$ cat src/rtl/cdb_arbiter.sv
`default_nettype none
// +--------------------------------------------------------------------------+
// | cdb_arbiter: round-robin sharing of the common data bus among NUM_REQ    |
// | units through one-entry holding slots.                 Rev 1.0            |
// +--------------------------------------------------------------------------+
module cdb_arbiter #(
   parameter int NUM_REQ    = 4,
   parameter int DATA_WIDTH = 32,
   parameter int ADDR_WIDTH = 32,
   parameter int TAG_WIDTH  = 6
) (
   input  logic                             clk,
   input  logic                             n_rst,
   input  logic                             i_flush,
   input  logic [NUM_REQ-1:0]               i_req_valid,
   output logic [NUM_REQ-1:0]               o_req_ready,
   input  logic [NUM_REQ*TAG_WIDTH-1:0]     i_req_tag,
   input  logic [NUM_REQ*DATA_WIDTH-1:0]    i_req_data,
   input  logic [NUM_REQ*ADDR_WIDTH-1:0]    i_req_addr,
   input  logic [NUM_REQ-1:0]               i_req_redirect,
   output logic                             o_cdb_en,
   output logic                             o_cdb_redirect,
   output logic [TAG_WIDTH-1:0]             o_cdb_tag,
   output logic [DATA_WIDTH-1:0]            o_cdb_data,
   output logic [ADDR_WIDTH-1:0]            o_cdb_addr
);

   localparam int PTR_W = (NUM_REQ > 1) ? $clog2(NUM_REQ) : 1;

   logic [NUM_REQ-1:0]    r_slot_valid;
   logic [NUM_REQ-1:0]    r_slot_redir;
   logic [TAG_WIDTH-1:0]  r_slot_tag  [NUM_REQ];
   logic [DATA_WIDTH-1:0] r_slot_data [NUM_REQ];
   logic [ADDR_WIDTH-1:0] r_slot_addr [NUM_REQ];
   logic [PTR_W-1:0]      r_rr_ptr;

   logic                  r_cdb_en;
   logic                  r_cdb_redirect;
   logic [TAG_WIDTH-1:0]  r_cdb_tag;
   logic [DATA_WIDTH-1:0] r_cdb_data;
   logic [ADDR_WIDTH-1:0] r_cdb_addr;

   logic [NUM_REQ-1:0]    w_grant;
   logic                  w_gnt_any;
   logic [PTR_W-1:0]      w_gnt_idx;
   logic [PTR_W-1:0]      w_idx;
   int                    w_scan;
   logic [NUM_REQ-1:0]    w_accept;

   // Scan slots starting at the round-robin pointer, wrapping at NUM_REQ
   always_comb begin
      w_grant   = '0;
      w_gnt_any = 1'b0;
      w_gnt_idx = '0;
      w_idx     = '0;
      w_scan    = 0;
      if (!i_flush) begin
         for (int k = 0; k < NUM_REQ; k++) begin
            w_scan = int'(r_rr_ptr) + k;
            if (w_scan >= NUM_REQ) w_scan = w_scan - NUM_REQ;
            w_idx = PTR_W'(w_scan);
            if (!w_gnt_any && r_slot_valid[w_idx]) begin
               w_gnt_any        = 1'b1;
               w_gnt_idx        = w_idx;
               w_grant[w_idx]   = 1'b1;
            end
         end
      end
   end

   assign o_req_ready = {NUM_REQ{~i_flush}} & (~r_slot_valid | w_grant);
   assign w_accept    = i_req_valid & o_req_ready;

   always_ff @(posedge clk or negedge n_rst) begin
      if (!n_rst) begin
         r_slot_valid <= '0;
         r_slot_redir <= '0;
         for (int k = 0; k < NUM_REQ; k++) begin
            r_slot_tag[k]  <= '0;
            r_slot_data[k] <= '0;
            r_slot_addr[k] <= '0;
         end
      end else begin
         for (int k = 0; k < NUM_REQ; k++) begin
            if (i_flush) begin
               r_slot_valid[k] <= 1'b0;
            end else if (w_accept[k]) begin
               // A granted slot may refill on the edge it drains
               r_slot_valid[k] <= 1'b1;
               r_slot_redir[k] <= i_req_redirect[k];
               r_slot_tag[k]   <= i_req_tag[k*TAG_WIDTH +: TAG_WIDTH];
               r_slot_data[k]  <= i_req_data[k*DATA_WIDTH +: DATA_WIDTH];
               r_slot_addr[k]  <= i_req_addr[k*ADDR_WIDTH +: ADDR_WIDTH];
            end else if (w_grant[k]) begin
               r_slot_valid[k] <= 1'b0;
            end
         end
      end
   end

   always_ff @(posedge clk or negedge n_rst) begin
      if (!n_rst) begin
         r_cdb_en       <= 1'b0;
         r_cdb_redirect <= 1'b0;
         r_cdb_tag      <= '0;
         r_cdb_data     <= '0;
         r_cdb_addr     <= '0;
         r_rr_ptr       <= '0;
      end else if (w_gnt_any) begin
         r_cdb_en       <= 1'b1;
         r_cdb_redirect <= r_slot_redir[w_gnt_idx];
         r_cdb_tag      <= r_slot_tag[w_gnt_idx];
         r_cdb_data     <= r_slot_data[w_gnt_idx];
         r_cdb_addr     <= r_slot_addr[w_gnt_idx];
         r_rr_ptr       <= (w_gnt_idx == PTR_W'(NUM_REQ - 1)) ? '0 : w_gnt_idx + PTR_W'(1);
      end else begin
         r_cdb_en <= 1'b0;
         if (i_flush) r_rr_ptr <= '0;
      end
   end

   assign o_cdb_en       = r_cdb_en;
   assign o_cdb_redirect = r_cdb_redirect;
   assign o_cdb_tag      = r_cdb_tag;
   assign o_cdb_data     = r_cdb_data;
   assign o_cdb_addr     = r_cdb_addr;

endmodule
`default_nettype wire
$ cat config.mk
export PLATFORM = sky130hd
export DESIGN_NAME = cdb_arbiter
export DESIGN_NICKNAME = d
export VERILOG_FILES = /design/src/rtl/cdb_arbiter.sv
export SDC_FILE = /design/constraint.sdc
export NUM_CORES = 1
export LEC_CHECK = 0
export CAP_MARGIN = 20
export CORE_MARGIN = 3
export CORE_UTILIZATION = 33
export DETAILED_ROUTE_END_ITERATION = 8
export HOLD_SLACK_MARGIN = 0.06
export SLEW_MARGIN = 10
export SYNTH_ARGS = -nofsm -noshare
export SYNTH_HDL_FRONTEND = slang
export SYNTH_SLANG_ARGS = --single-unit
$ cat constraint.sdc
create_clock -name clk -period 6.35 [get_ports clk]
set_input_delay 1.905 -clock clk [delete_from_list [all_inputs] [get_ports clk]]
set_output_delay 1.905 -clock clk [all_outputs]
set_load 0.01 [all_outputs]
==> impl_metrics.toml <==
[drt]
drtIter0Drc = 456
wl_per_cell_um = 21.7
drc_errors = 0
wl_um = 46400
vias = 10400
dr.pass1.iters = 5
antenna_left = 0
viasPerCell = 4.88

[timing]
period_minus_slack_ns = 5.85
slew_headroom_pct = 36.2
finalHoldViolations = 0
fmaxAchievable_ghz = 0.171
grt_setup_unrepaired = "no"
fin_crit_sh_pct = 92.1
fin_ws_ns = 0.500
maxSlewViolCount = 0
setup_tns_ns = 0
hold_slack_ns = 0.479
skew_ns = 0.0145
setup_viol = 0
worst_pin_slew_ns = 0.958

[clocking]
clockBufferDepth = 3
post_cts_buffers = 0
clock_latency_ns = 0.55
cts_sinks = 362
ctsResizeCount = 0
root_buffer = "clkbuf_16"
numCtsBuffers = 43
cts_hold_buf = 0
clk_pin_slew_ns = 0.05
htreeDepth = 2
cts_tree = "done"

[global_routing]
grt_max_degree = 120
grt_pass1_vias = 11600
grt_use_total_pct = 17.5
grt_pass1_wl_um = 71800
grt_overflow = 0
antenna_found_initial = 9

[floorplan]
initial_core_util_pct = 33.8
rows = 81
core-area_um2 = 49600
die_area_um2 = 53500
dieWidth_um = 231
die_y_um = 231
ioPinCount = 367

[setup_path]
cp-end-kind = "primary output"
path_max_fanout = 17
worstPathRequired_ns = 4.45
crit_arrival_ns = 3.94
path_class = "reg -> out"
slowest_stage = "dfrtp_1"
start_kind = "flip-flop"
critPathMaxStageDelay_ns = 0.70
reg2reg_slack_ns = 2.10
path_cells = "inv_1, ha_1, mux4_2, or4b_1, o2111ai_1, a21oi_1, nor2_1, clkdlybuf4s50_1"

[synthesis]
ys_ff_latch = 362
synthArstFlopShare_pct = 100
ys_seq_area_share_pct = 54.1
ys.flop_type = "dfrtp_1"
synth_warnings = 0
yosysMostFrequentCell = "dfrtp_1"
synth_edf_count = 0
synthCells = 1096
synth_cell_types = 41
synth_top_area_share_pct = 54.1
synth_nets = 1393
synth_area_leaders = "dfrtp_1, mux2_1, mux2i_1, mux2_4, o221ai_2"
netlist_area_um2 = 16700
yosys.area.top_type = "dfrtp_1"
syn_avg_cell_area_um2 = 15.3
synth_commonest_cells = "dfrtp_1, mux2_1, mux2i_1"

[job]
drv_cap = 0

[power]
ir_drop_v = 0.000322
p_per_area_nw_per_um2 = 431
finalPower_mw = 9.49
leakagePower_nw = 8.93

[placed_design]
place.gp.congestion = 0.776
io_buffers = 366
pre_cts_slack_ns = 1.10
hpwl_um = 30400
dp_cells = 2064

[final_layout]
multi_input_area_um2 = 6850
nNetsFinal = 1742
area_growth_pct = 31.4
final-seq-area_um2 = 9060
fillerInstances = 4492
drive_gt1_share_pct = 15.6
instances_no_fill = 2136

[min_path]
hp-class = "reg -> reg"

[status]
status = "complete, no violations"
per-stage QoR:
stage	cell area [um^2]	utilization (%)
after floorplan	16700	-
after global placement	20700	41.7
after detailed placement	20700	41.7
after CTS	22000	44.4
after global routing	22000	44.4
final	22000	44.4
registers in the layout, indices dropped and copies added (netlist names):
signal,flops
r_slot_addr,128
r_slot_data,128
o_cdb_addr,32
o_cdb_data,32
r_slot_tag,24
o_cdb_tag,6
r_slot_redir,4
r_slot_valid,4
r_rr_ptr,2
o_cdb_en,1
o_cdb_redirect,1
kinds of logic after synthesis:
logic type / Yosys count / share of synthesized area, %
buffers and inverters: 87 / 5.21
adder cells (fa/ha/maj): 6 / 0.449
multiplexers: 432 / 29.8
AO/OA/AOI/OAI: 88 / 7.07
flip-flops: 362 / 54.1
AND/OR/NAND/NOR: 121 / 3.37
power by group:
group          leakage (nW)  total, mW  internal [mW]  switching (mW)
combinational          3.99       3.46           1.81            1.65
sequential             4.29       3.65           3.17           0.477
clock                 0.646       2.38           1.44           0.945
total                  8.93       9.49           6.42            3.07
routing by layer:
layer	global-route usage (%)	up-vias	wire length, um
li1	-	4719	-
met1	22.4	5314	20100
met2	28.8	318	21900
met3	5.52	63	3580
met4	4.26	6	793
met5	0	-	41
worst paths after layout:
| path | from | endpoint | cells after the start |
|---|---|---|---|
| worst max-delay path | r_rr_ptr[0] | o_req_ready[3] | 8 |
| worst min-delay path | r_slot_data[116] | r_slot_data[116] | 1 |
| worst max register to register | r_rr_ptr[0] | o_cdb_addr[31] | 9 |
| worst min register to register | r_slot_data[116] | r_slot_data[116] | 1 |
| max in group asynchronous | n_rst | o_cdb_redirect | 2 |
| min in group asynchronous | n_rst | r_slot_addr[24] | 1 |
cells in the final DEF, fill, tap and decap left out, types with 2 or more instances in the layout:
| cell type | synthesis | routed |
|---|---|---|
| o221ai_2 | 70 | 70 |
| a21oi_1 | 4 | 4 |
| nor3b_4 | 0 | 4 |
| dfrtp_1 | 362 | 362 |
| o21ai_1 | 2 | 2 |
| nand2_1 | 78 | 77 |
| nand2b_1 | 3 | 3 |
| nand3_1 | 3 | 3 |
| bufinv_16 | 0 | 2 |
| or4b_1 | 4 | 4 |
| mux2i_1 | 143 | 143 |
| ha_1 | 6 | 6 |
| clkbuf_8 | 0 | 6 |
| clkinvlp_4 | 0 | 2 |
| mux2_4 | 70 | 70 |
| clkbuf_16 | 0 | 45 |
| clkdlybuf4s50_1 | 0 | 365 |
| clkbuf_1 | 18 | 13 |
| mux2_2 | 2 | 2 |
| nor2_1 | 18 | 18 |
| mux4_2 | 3 | 3 |
| o2111ai_1 | 4 | 4 |
| diode_2 | 0 | 3 |
| buf_12 | 15 | 7 |
| or2_4 | 0 | 2 |
| buf_4 | 3 | 9 |
| a31oi_1 | 2 | 2 |
| mux2_1 | 214 | 214 |
| inv_1 | 9 | 9 |
| nor3_1 | 2 | 2 |
critical path, delay by kind of cell (launching register included):
| kind | cells | cell delay (ns) |
|---|---|---|
| adders and majority gates | 1 | 0.45 |
| AOI/OAI and AO/OA | 2 | 0.23 |
| buffers and inverters | 2 | 0.81 |
| DFF | 1 | 0.70 |
| and+or+nand+nor | 2 | 0.62 |
| muxes | 1 | 0.59 |
cell type report:
cell class	instances	share of cell area, %
inverters	9	0.154
well taps	664	3.78
flip-flops and latches	362	41.2
multi-input cells	647	31.1
diodes	3	0.0341
clock buffers	64	5.72
repair buffers	382	17.6
clock inverters	5	0.364
Note: power is estimated with default switching activity, not from simulation.
